$ cat src/rtl/adder.sv
// Registered unsigned adder producing a WIDTH+1 bit sum (carry in the MSB) plus a valid flag.
// Define ADDER_IN_REG_EN to add an operand register stage (latency 2 instead of 1).
module adder #(
    parameter int WIDTH = 2
) (
    input  logic             clk,
    input  logic             rst_n,
    input  logic [WIDTH-1:0] input_a,
    input  logic [WIDTH-1:0] input_b,
    output logic [WIDTH:0]   out_c,
    output logic             out_valid
);

    logic [WIDTH-1:0] opnd_a;
    logic [WIDTH-1:0] opnd_b;
    logic             opnd_valid;
    logic [WIDTH:0]   sum_d;
    logic [WIDTH:0]   sum_q;
    logic             valid_q;

`ifdef ADDER_IN_REG_EN
    logic [WIDTH-1:0] a_q;
    logic [WIDTH-1:0] b_q;
    logic             in_valid_q;

    // Operand stage clears on reset so no stale operand reaches the sum after release.
    always_ff @(posedge clk) begin
        if (!rst_n) begin
            a_q        <= '0;
            b_q        <= '0;
            in_valid_q <= 1'b0;
        end else begin
            a_q        <= input_a;
            b_q        <= input_b;
            in_valid_q <= 1'b1;
        end
    end

    assign opnd_a     = a_q;
    assign opnd_b     = b_q;
    assign opnd_valid = in_valid_q;
`else
    assign opnd_a     = input_a;
    assign opnd_b     = input_b;
    assign opnd_valid = 1'b1;
`endif

    // Widen before adding so the carry lands in the extra bit instead of wrapping.
    always_comb begin
        sum_d = {1'b0, opnd_a} + {1'b0, opnd_b};
    end

    // NOTE: sequential state uses non-blocking assignments so every flop samples pre-edge values.
    always_ff @(posedge clk) begin
        if (!rst_n) begin
            sum_q   <= '0;
            valid_q <= 1'b0;
        end else begin
            sum_q   <= sum_d;
            valid_q <= opnd_valid;
        end
    end

    assign out_c     = sum_q;
    assign out_valid = valid_q;

endmodule

$ cat config.mk
export PLATFORM = sky130hd
export DESIGN_NAME = adder
export DESIGN_NICKNAME = d
export VERILOG_FILES = /design/src/rtl/adder.sv
export SDC_FILE = /design/constraint.sdc
export NUM_CORES = 1
export LEC_CHECK = 0
export CORE_AREA = 3 3 40 42
export DETAILED_ROUTE_END_ITERATION = 8
export DIE_AREA = 0 0 43 45
export HOLD_SLACK_MARGIN = 0.15
export SYNTH_ARGS = -nofsm -noshare
export SYNTH_HDL_FRONTEND = slang
export SYNTH_SLANG_ARGS = --single-unit
export TNS_END_PERCENT = 1
$ cat constraint.sdc
create_clock -name clk -period 1.2 [get_ports clk]
set_input_delay 0.3 -clock clk [delete_from_list [all_inputs] [get_ports clk]]
set_output_delay 0.3 -clock clk [all_outputs]
set_load 0.02 [all_outputs]
==> results by group <==
Yosys
  • Cells after synthesis: 12
  • Distinct cells, synth: 6
  • FF+latch count, synth: 4
  • Ys Warns: 0
  • Synthesized cell area: 148 µm²
  • Area share of the largest cell type after synthesis: 0.542
  • Post-synthesis sequential area ratio: 0.542
  • Largest cells by area after synthesis: dfxtp_1 (54%), fa_1 (14%), nor2b_2 (12%)
  • Synth Net Count: 20
  • Post-Syn Area per Cell: 12.3 µm²
  • Area leader, netlist: dfxtp_1

Route
  • Vias per cell: 2.97
  • Wire per inst: 7.77 µm
  • Starting DRT DRC Count: 0
  • Drt first pass iters: 1
  • Post-DRT Antenna Nets: 0
  • Residual DRC count: 0
  • Via Count: 116
  • Final WL: between 300 and 400 µm

Global routing
  • Initial antenna violation count: 0
  • Largest net degree at the start of global routing: 5
  • First-pass GRT wire length: about 370 µm
  • Grt ovf: 0
  • Total track usage: 0.0384
  • Vias in the first global route: 111

Critical path
  • Critical-path top delay cell: dlygate4sd2_1
  • Worst EP required: 0.90 ns
  • Max incr delay on CP: 0.32 ns
  • Crit path buffers/inverters: 1
  • CP endpoint kind: primary output
  • Crit path max fanout: 1
  • Crit-path leading delay family: buffers and inverters
  • Crit-path cells: dlygate4sd2_1
  • WS Path Type: reg -> out
  • Critical Path Source Type: flip-flop
  • CP arrival: 0.85 ns

Cells and area
  • Commonest non-fill, non-tap cell in the layout: dlygate4sd2_1
  • Nets: 34
  • Final Core Density: 0.220
  • N_diodes: 0
  • Area growth from synthesis to layout: 91.5%
  • Share of layout cells above drive strength 1: 0.333
  • Commonest non-fill, non-tap cells in the layout: dlygate4sd2_1 (5), dfxtp_1 (4), clkbuf_4 (3), dlymetal6s2s_1 (3)
  • Layout Cells excl Fill: 39

CTS
  • CTS buffer count: 3
  • CTS tree: yes
  • H-tree Lvls: 1
  • Post-CTS Hold Buffers: 0
  • Post-CTS Setup Repair Bufs: 0
  • Root Buffer: clkbuf_4
  • CTS clk-pin slew, worst paths: 0.04 ns
  • Sink Count: 4
  • Maximum clock path buffer count: 2

Timing
  • Sum of negative setup slack: 0 ns
  • # setup viols final: 0
  • Slew Limit Fails: 0
  • Min cycle time layout: 1.15 ns
  • RSZ-0062 raised after global routing: false
  • Post-route worst setup slack: 0.0511 ns
  • Worst-Margin Slew: 0.212 ns
  • Final hold vios: 0
  • Max transition margin: 0.859
  • Maximum operating frequency: 870 MHz
  • Final Cycle Share: 0.957

Floorplan
  • Num rows: 13
  • Initial core utilization: 0.115
  • Total core area: 1280 µm²
  • Top-level I/O count: 10
  • DIE AREA: 1940 µm²
  • Die H: 45 µm
  • Die Span X: approximately 43 µm

Run
  • Max cap viols: 0

Place
  • DP HPWL: 230 µm
  • Port bufs: 9
  • Place WS: -0.410 ns
  • Placed cells: 36
  • GPL Wtd Cong: 0.721

Outcome
  • Outcome: completed

Pwr
  • Power Density: 1300 nW/µm²
  • Pleak: between 0.15 and 0.2 nW
  • Maximum VDD drop: 0.204 mV

Min path
  • Hold WC Path Type: in -> reg
cell type report:
cell class	count	area, µm²
repair buffers	9	91.3
clock buffers	3	22.5
flip-flops and latches	4	80.1
inverters	3	11.3
multi-input cells	5	58.8
well taps	15	18.8
fillers	146	1000
power breakdown:
part	internal, mW	total (mW)	leakage, nW	switching, mW
combinational	0.0312	0.0600	0.108	0.0288
sequential	0.144	0.146	0.0334	0.00180
clock	0.112	0.162	0.0138	0.0509
total	0.287	0.368	0.155	0.0815
stage by stage:
step	hold WS, ns	area (µm²)	power, mW
2_1_floorplan	0.328	148	0.178
3_3_place_gp	0.839	256	0.217
3_5_place_dp	0.826	256	0.217
4_1_cts	0.540	273	0.381
5_1_grt	0.467	283	0.387
6_report	0.458	283	0.368
registers in the layout, indices dropped and copies added, names as in the netlist:
register / cells
out_valid: 1
out_c: 3
per-layer routing:
layer,part of all wire,wire length [µm],vias up,GRT usage
li1,-,-,58,-
met1,0.43,130,44,0.0218
met3,0.22,66,2,0.0398
met4,0.046,14,0,0.0904
met2,0.30,90,12,0.0359
met5,0,0,-,0
timing repair:
| action | CTS | global route |
|---|---|---|
| pin swaps | 0 | 2 |
| gates resized for setup | 5 | 6 |
| hold endpoints to repair | 0 | 0 |
| cloned | 0 | 0 |
| endpoints found under the setup margin | 6 | 2 |
synth_stat cells (all sizes together):
| cell | number |
|---|---|
| fa | 1 |
| inv | 3 |
| and2 | 1 |
| ha | 1 |
| nor2b | 2 |
| dfxtp | 4 |
logic make-up (layout without fill, tap and decap cells):
kind of cell / Yosys count / after routing / synth area share
fa+ha+maj: 2 / 2 / 0.220
flops: 4 / 4 / 0.542
buf+inv: 3 / 15 / 0.0763
simple gates: 3 / 3 / 0.161
worst paths after layout:
check  cells past startpoint       start   endpoint
min                        3  input_b[0]   out_c[0]
max                        1   out_valid  out_valid
Note: power is estimated with default switching activity, not from simulation.
